$ cat config.mk
export PLATFORM = sky130hd
export DESIGN_NAME = mem_port_arbiter_flat
export DESIGN_NICKNAME = d
export VERILOG_FILES = /design/src/rtl/mem_port_arbiter_if.sv /design/src/rtl/mem_port_arbiter.sv /design/src/flat_wrapper.sv
export SDC_FILE = /design/constraint.sdc
export NUM_CORES = 1
export LEC_CHECK = 0
export BUFFER_PORTS_ARGS = -buffer_cell sky130_fd_sc_hd__clkbuf_2
export CAP_MARGIN = 0
export CORE_AREA = 2 2 108 110
export CTS_BUF_LIST = sky130_fd_sc_hd__clkbuf_16
export DETAILED_ROUTE_END_ITERATION = 6
export DIE_AREA = 0 0 110 112
export MAX_ROUTING_LAYER = met4
export PLACE_DENSITY = 0.72
export SYNTH_ARGS = -nofsm -noshare
export SYNTH_HDL_FRONTEND = slang
export SYNTH_SLANG_ARGS = --single-unit
$ cat constraint.sdc
create_clock -name clk -period 1.75 [get_ports clk]
set_input_delay 0.35 -clock clk [delete_from_list [all_inputs] [get_ports clk]]
set_output_delay 0.35 -clock clk [all_outputs]
set_load 0.005 [all_outputs]
$ cat src/rtl/mem_port_arbiter_if.sv
// Bundle of the CPU-side request/response signals and the memory-side bus
// signals handled by mem_port_arbiter. The arbiter connects through the
// master modport (it masters the memory bus). The CPU and memory side
// connects through the slave modport.
interface mem_port_arbiter_if #(
  parameter int AW = 32,
  parameter int DW = 32
) ();
  // instruction fetch requester
  logic            if_req;
  logic [AW-1:0]   if_addr;
  logic [DW-1:0]   if_rdata;
  logic            if_done;
  logic            if_stall;
  // data access requester
  logic            mem_req;
  logic            mem_we;
  logic [AW-1:0]   mem_addr;
  logic [DW-1:0]   mem_wdata;
  logic [DW/8-1:0] mem_be;
  logic [DW-1:0]   mem_rdata;
  logic            mem_done;
  logic            mem_stall;
  // shared memory bus
  logic            bus_req;
  logic            bus_we;
  logic [AW-1:0]   bus_addr;
  logic [DW-1:0]   bus_wdata;
  logic [DW/8-1:0] bus_be;
  logic            bus_ack;
  logic [DW-1:0]   bus_rdata;
  logic            bus_err;

  modport master (
    input  if_req, if_addr, mem_req, mem_we, mem_addr, mem_wdata, mem_be,
           bus_ack, bus_rdata,
    output if_rdata, if_done, if_stall, mem_rdata, mem_done, mem_stall,
           bus_req, bus_we, bus_addr, bus_wdata, bus_be, bus_err
  );

  modport slave (
    output if_req, if_addr, mem_req, mem_we, mem_addr, mem_wdata, mem_be,
           bus_ack, bus_rdata,
    input  if_rdata, if_done, if_stall, mem_rdata, mem_done, mem_stall,
           bus_req, bus_we, bus_addr, bus_wdata, bus_be, bus_err
  );
endinterface

$ cat src/rtl/mem_port_arbiter.sv
// Arbitrates one single-ported memory bus between instruction fetch (IF,
// read-only) and data access (MEM, read/write). MEM has priority. A
// per-transaction timeout aborts an access that never sees bus_ack.
// Optional macro ARB_STARVE_GUARD_EN: after MAX_STARVE consecutive MEM
// grants with IF waiting, the next grant goes to IF.
//
// state    | meaning
// IDLE     | no owner, evaluating requests
// BUSY_IF  | fetch owns the bus, waiting for ack or timeout
// BUSY_MEM | data access owns the bus, waiting for ack or timeout
module mem_port_arbiter #(
  parameter int AW         = 32,
  parameter int DW         = 32,
  parameter int TIMEOUT    = 16,
  parameter int MAX_STARVE = 4
) (
  input  logic                clk,
  input  logic                rstn,
  mem_port_arbiter_if.master  bus_if
);

  localparam int TW = (TIMEOUT > 2) ? $clog2(TIMEOUT) : 1;
  localparam logic [TW-1:0] TMO_LAST = TW'(TIMEOUT - 1);

  if (TIMEOUT < 2 || MAX_STARVE < 1) begin : g_param_check
    $error("mem_port_arbiter: TIMEOUT must be >= 2 and MAX_STARVE >= 1");
  end

  typedef enum logic [1:0] {IDLE, BUSY_IF, BUSY_MEM} state_e;

  state_e          state_q;
  logic [TW-1:0]   tmo_q;
  logic            bus_req_q;
  logic            bus_we_q;
  logic [AW-1:0]   bus_addr_q;
  logic [DW-1:0]   bus_wdata_q;
  logic [DW/8-1:0] bus_be_q;

  logic busy;
  logic tmo_last;
  logic finish;
  logic mem_wins;

  assign busy     = (state_q != IDLE);
  assign tmo_last = (tmo_q == TMO_LAST);
  // An ack on the final timeout cycle counts as a normal completion.
  assign finish   = busy && (bus_if.bus_ack || tmo_last);

`ifdef ARB_STARVE_GUARD_EN
  localparam int SW = $clog2(MAX_STARVE + 1);
  logic [SW-1:0] starve_q;
  logic          starve_full;

  assign starve_full = (starve_q >= SW'(MAX_STARVE));
  assign mem_wins    = bus_if.mem_req && !(bus_if.if_req && starve_full);
`else
  assign mem_wins    = bus_if.mem_req;
`endif

  // Completion, read data and stall decode for the current owner.
  assign bus_if.if_done   = (state_q == BUSY_IF) && finish;
  assign bus_if.mem_done  = (state_q == BUSY_MEM) && finish;
  assign bus_if.if_rdata  = ((state_q == BUSY_IF) && bus_if.bus_ack) ? bus_if.bus_rdata : '0;
  assign bus_if.mem_rdata = ((state_q == BUSY_MEM) && bus_if.bus_ack && !bus_we_q) ?
                            bus_if.bus_rdata : '0;
  assign bus_if.if_stall  = bus_if.if_req && !bus_if.if_done;
  assign bus_if.mem_stall = bus_if.mem_req && !bus_if.mem_done;
  assign bus_if.bus_err   = busy && tmo_last && !bus_if.bus_ack;

  assign bus_if.bus_req   = bus_req_q;
  assign bus_if.bus_we    = bus_we_q;
  assign bus_if.bus_addr  = bus_addr_q;
  assign bus_if.bus_wdata = bus_wdata_q;
  assign bus_if.bus_be    = bus_be_q;

  // Grant FSM: latch winner onto the bus in IDLE, release on ack or timeout.
  always_ff @(posedge clk or negedge rstn) begin
    if (!rstn) begin
      state_q     <= IDLE;
      tmo_q       <= '0;
      bus_req_q   <= 1'b0;
      bus_we_q    <= 1'b0;
      bus_addr_q  <= '0;
      bus_wdata_q <= '0;
      bus_be_q    <= '0;
`ifdef ARB_STARVE_GUARD_EN
      starve_q    <= '0;
`endif
    end else begin
      case (state_q)
        IDLE: begin
          tmo_q <= '0;
          if (mem_wins) begin
            state_q     <= BUSY_MEM;
            bus_req_q   <= 1'b1;
            bus_we_q    <= bus_if.mem_we;
            bus_addr_q  <= bus_if.mem_addr;
            bus_wdata_q <= bus_if.mem_wdata;
            bus_be_q    <= bus_if.mem_be;
`ifdef ARB_STARVE_GUARD_EN
            starve_q    <= bus_if.if_req ? starve_q + 1'b1 : '0;
`endif
          end else if (bus_if.if_req) begin
            state_q     <= BUSY_IF;
            bus_req_q   <= 1'b1;
            bus_we_q    <= 1'b0;
            bus_addr_q  <= bus_if.if_addr;
            bus_wdata_q <= '0;
            bus_be_q    <= '1;
`ifdef ARB_STARVE_GUARD_EN
            starve_q    <= '0;
`endif
          end
        end
        default: begin
          if (finish) begin
            state_q   <= IDLE;
            bus_req_q <= 1'b0;
            tmo_q     <= '0;
          end else begin
            tmo_q     <= tmo_q + 1'b1;
          end
        end
      endcase
    end
  end

endmodule

$ cat src/flat_wrapper.sv
// flat-port wrapper written by rule: the top's interface ports become plain ports
module mem_port_arbiter_flat 
#(
  parameter int AW         = 32,
  parameter int DW         = 32,
  parameter int TIMEOUT    = 16,
  parameter int MAX_STARVE = 4
)
  (clk, rstn, bus_if_if_req, bus_if_if_addr, bus_if_mem_req, bus_if_mem_we, bus_if_mem_addr, bus_if_mem_wdata, bus_if_mem_be, bus_if_bus_ack, bus_if_bus_rdata, bus_if_if_rdata, bus_if_if_done, bus_if_if_stall, bus_if_mem_rdata, bus_if_mem_done, bus_if_mem_stall, bus_if_bus_req, bus_if_bus_we, bus_if_bus_addr, bus_if_bus_wdata, bus_if_bus_be, bus_if_bus_err);
  mem_port_arbiter_if #(.AW(AW), .DW(DW)) bus_if_i ();
  input  logic clk;
  input  logic rstn;
  input wire logic [$bits(bus_if_i.if_req)-1:0] bus_if_if_req;
  input wire logic [$bits(bus_if_i.if_addr)-1:0] bus_if_if_addr;
  input wire logic [$bits(bus_if_i.mem_req)-1:0] bus_if_mem_req;
  input wire logic [$bits(bus_if_i.mem_we)-1:0] bus_if_mem_we;
  input wire logic [$bits(bus_if_i.mem_addr)-1:0] bus_if_mem_addr;
  input wire logic [$bits(bus_if_i.mem_wdata)-1:0] bus_if_mem_wdata;
  input wire logic [$bits(bus_if_i.mem_be)-1:0] bus_if_mem_be;
  input wire logic [$bits(bus_if_i.bus_ack)-1:0] bus_if_bus_ack;
  input wire logic [$bits(bus_if_i.bus_rdata)-1:0] bus_if_bus_rdata;
  output wire logic [$bits(bus_if_i.if_rdata)-1:0] bus_if_if_rdata;
  output wire logic [$bits(bus_if_i.if_done)-1:0] bus_if_if_done;
  output wire logic [$bits(bus_if_i.if_stall)-1:0] bus_if_if_stall;
  output wire logic [$bits(bus_if_i.mem_rdata)-1:0] bus_if_mem_rdata;
  output wire logic [$bits(bus_if_i.mem_done)-1:0] bus_if_mem_done;
  output wire logic [$bits(bus_if_i.mem_stall)-1:0] bus_if_mem_stall;
  output wire logic [$bits(bus_if_i.bus_req)-1:0] bus_if_bus_req;
  output wire logic [$bits(bus_if_i.bus_we)-1:0] bus_if_bus_we;
  output wire logic [$bits(bus_if_i.bus_addr)-1:0] bus_if_bus_addr;
  output wire logic [$bits(bus_if_i.bus_wdata)-1:0] bus_if_bus_wdata;
  output wire logic [$bits(bus_if_i.bus_be)-1:0] bus_if_bus_be;
  output wire logic [$bits(bus_if_i.bus_err)-1:0] bus_if_bus_err;
  assign bus_if_i.if_req = bus_if_if_req;
  assign bus_if_i.if_addr = bus_if_if_addr;
  assign bus_if_i.mem_req = bus_if_mem_req;
  assign bus_if_i.mem_we = bus_if_mem_we;
  assign bus_if_i.mem_addr = bus_if_mem_addr;
  assign bus_if_i.mem_wdata = bus_if_mem_wdata;
  assign bus_if_i.mem_be = bus_if_mem_be;
  assign bus_if_i.bus_ack = bus_if_bus_ack;
  assign bus_if_i.bus_rdata = bus_if_bus_rdata;
  assign bus_if_if_rdata = bus_if_i.if_rdata;
  assign bus_if_if_done = bus_if_i.if_done;
  assign bus_if_if_stall = bus_if_i.if_stall;
  assign bus_if_mem_rdata = bus_if_i.mem_rdata;
  assign bus_if_mem_done = bus_if_i.mem_done;
  assign bus_if_mem_stall = bus_if_i.mem_stall;
  assign bus_if_bus_req = bus_if_i.bus_req;
  assign bus_if_bus_we = bus_if_i.bus_we;
  assign bus_if_bus_addr = bus_if_i.bus_addr;
  assign bus_if_bus_wdata = bus_if_i.bus_wdata;
  assign bus_if_bus_be = bus_if_i.bus_be;
  assign bus_if_bus_err = bus_if_i.bus_err;
  mem_port_arbiter #(.AW(AW), .DW(DW), .TIMEOUT(TIMEOUT), .MAX_STARVE(MAX_STARVE)) u_core (.clk(clk), .rstn(rstn), .bus_if(bus_if_i));
endmodule
==> results.yml <==
sta:
  final_hold_viol_count: 0
  fin_hold_ws_ns: 0.232
  setup_viol: 68
  timing.fmax_mhz: 539
  relSlewSlack_pct: 70.2
  fin_skew_ns: 0.00278
  post-route-period-util_pct: 106
  rsz0062_at_grt: "yes"
  tightestPinTransition_ns: 0.447
  drv_slew: 0
  period_needed_ns: 1.85
  setup_ws_ns: -0.105
  setup_tns_ns: -5.25
critical_path:
  path_class: "flop to primary output"
  critPathLaunchType: "flop"
  worstPathCellList: "and4bb_2, buf_12, and2_4, clkbuf_2"
  cpPeakStageDelay_ns: 0.41
  cp_max_fo: 32
  required_ns: 1.40
  r2r_slack_ns: 0.16
  worstPathArrival_ns: 1.50
  crit_path_end_kind: "primary output"
  critPathSlowestCell: "dfrtp_2"
  reg2reg_depth: 5
synthesis:
  synthDistinctLibCells: 30
  netlist_area_sq_mm: 0.00374
  ys_seq_area_share_pct: 50.9
  yosys_warnings: 0
  syn_inst: 291
  syn_avg_cell_area_sq_um: 12.9
  syn-num-nets: 430
  ys_ff_latch: 76
final_layout:
  num-nets-final: 718
  seqCellArea_sq_mm: 0.00190
  fill_cells: 990
  drive_above_1_share_pct: 65.9
  multi_input_area_sq_mm: 0.00178
  synthToLayoutAreaGrowth_pct: 55.0
  postLayoutCellArea_sq_mm: 0.00580
  diodes: 0
global_route:
  track_usage_pct: 19.3
  grt_pass1_vias: 3499
  grt_max_degree: 44
  antenna_found_initial: 0
  overflow: 0
  grt_pass1_wl_mm: 17.5
clocking:
  cts_buffer_depth: 2
  cts.sinks: 76
  clk_latency_ns: 0.33
  htreeDepth: 3
  clk_pin_slew_worst_paths_ns: 0.06
  cts_tree: "done"
  cts-root-buf: "clkbuf_16"
  numCtsBuffers: 9
die:
  rows: 39
  core-area_sq_mm: 0.0112
  dieWidth_um: 110
  start_util_pct: 33.5
  io-pin-count: 277
  die_height_um: 112
  die_area_sq_mm: 0.0123
place:
  portBuffers: 276
  dp_hpwl_mm: 9.20
  place_congestion: 0.830
  dp_worst_setup_slack_ns: 0.0570
  place_area_sq_mm: 0.00537
route:
  initialDrtViolationCount: 133
  routedWlPerCell_um: 16.1
  drc: 0
  viasPerCell: 4.71
  routed_wl_mm: 11.7
  ant_nets: 0
  drt_pre_antenna_iters: 4
  vias: 3427
run_status:
  violations: "setup timing"
  status: "finished with violations"
pwr:
  power.leakage_nw: 3.12
  vdd_drop_max_mv: 0.647
  powerDensity_mw_per_mm2: 1200
worst_hold_path:
  hp-class: "input pin to flop"
  min_path_cells: 2
job:
  drv_cap: 0
-- path summary, 6_finish.rpt --
path                                       startpoint                         end
max in group asynchronous                        rstn  u_core.bus_if.bus_wdata[2]
min in group asynchronous                        rstn   u_core.bus_if.bus_addr[7]
hold reg to reg            u_core.bus_if.bus_addr[18]  u_core.bus_if.bus_addr[18]
hold / removal                    bus_if_mem_wdata[9]  u_core.bus_if.bus_wdata[9]
setup / recovery                    u_core.state_q[0]        bus_if_mem_rdata[29]
setup reg to reg                    u_core.state_q[1]  u_core.bus_if.bus_addr[27]
-- power by group --
group / internal (mW) / leakage, nW / switching [mW] / total, mW
registers: 2.37 / 0.925 / 0.374 / 2.74
clock network: 1.08 / 0.135 / 0.677 / 1.76
logic: 1.44 / 2.06 / 1.01 / 2.44
total: 4.89 / 3.12 / 2.06 / 6.94
-- Yosys cell counts --
| library cell | number | area share [%] |
|---|---|---|
| or3b_2 | 1 | 0.23 |
| a31oi_1 | 1 | 0.17 |
| nor3b_1 | 2 | 0.40 |
| clkbuf_1 | 6 | 0.60 |
| a32o_1 | 1 | 0.27 |
| nor3_2 | 1 | 0.27 |
| nor2_1 | 4 | 0.40 |
| dfrtp_1 | 76 | 51 |
| nor2_4 | 1 | 0.30 |
| mux2_2 | 39 | 12 |
| nand3_1 | 2 | 0.27 |
| ha_1 | 1 | 0.33 |
| and4bb_2 | 1 | 0.33 |
| nor3_1 | 2 | 0.27 |
| inv_1 | 2 | 0.20 |
| o22a_1 | 4 | 0.94 |
| xor2_1 | 1 | 0.23 |
| nand3b_1 | 1 | 0.20 |
| nor2b_1 | 1 | 0.17 |
| xnor2_1 | 1 | 0.23 |
| o21ai_1 | 1 | 0.13 |
| and2_1 | 64 | 11 |
| mux2_4 | 20 | 8.0 |
| buf_2 | 10 | 1.3 |
| and3b_1 | 1 | 0.23 |
| o21a_1 | 2 | 0.40 |
| a22o_1 | 33 | 7.7 |
| buf_6 | 4 | 1.2 |
| mux2_1 | 5 | 1.5 |
| nand2_1 | 3 | 0.30 |
-- metal layers --
layer	GRT usage (%)	up-vias	wire length (um)
met4	6.16	0	170
li1	-	1606	-
met3	4.98	13	917
met1	19.6	1646	4170
met2	35.3	162	6430
met5	-	-	0
-- placed cells by master (no fill, tap or decap), drive strengths merged, types with 3 or more instances in the layout --
master,netlist,routed
and2,64,64
buf,14,26
mux2,64,64
o22a,4,4
nor3,3,3
dfrtp,76,76
nor2,5,5
clkinv,0,5
nand2,3,3
a22o,33,33
clkbuf,6,279
-- layout make-up --
class | instances | area share [%]
flip-flops and latches | 76 | 32.8
repair buffers | 297 | 28.4
inverters | 2 | 0.129
clock inverters | 7 | 0.993
clock buffers | 9 | 3.88
multi-input cells | 193 | 30.6
well taps | 143 | 3.09
-- critical path, delay by kind of cell (launching register included) --
kind | cells | cell delay, ns
AND/OR/NAND/NOR | 2 | 0.50
flip-flops | 1 | 0.41
buffers and inverters | 2 | 0.27
-- what timing repair did --
action,CTS,global route
gates resized for setup,17,4
setup buffers,7,0
hold buffers,1,0
setup endpoints to repair,69,69
pin swaps,4,1
hold endpoints to repair,33,0
-- stage by stage --
step	total power [mW]	instances	util [%]
2_1_floorplan	3.91	291	-
3_3_place_gp	5.08	703	48.0
3_5_place_dp	5.16	703	48.0
4_1_cts	7.04	727	51.7
5_1_grt	7.37	727	51.9
6_report	6.94	727	51.9
-- flip-flops by register name (all words and copies together), names as in the netlist --
signal,flops
u_core.tmo_q,4
u_core.bus_if.bus_addr,32
u_core.bus_if.bus_we,1
u_core.bus_if.bus_be,4
u_core.state_q,2
u_core.bus_if.bus_wdata,32
u_core.bus_if.bus_req,1
-- cell families (layout without fill, tap and decap cells) --
logic type                 after synthesis  count (layout)  synth area share (%)
and+or+nand+nor                         84              84                  14.1
DFF                                     76              76                  50.9
muxes                                   64              64                  21.3
AOI/OAI and AO/OA                       42              42                  9.64
buffers and inverters                   22             315                  3.35
xor gates and xnor gates                 2               2                 0.468
adders and majority gates                1               1                 0.335
No activity file was read; power rests on OpenSTA's default activity.
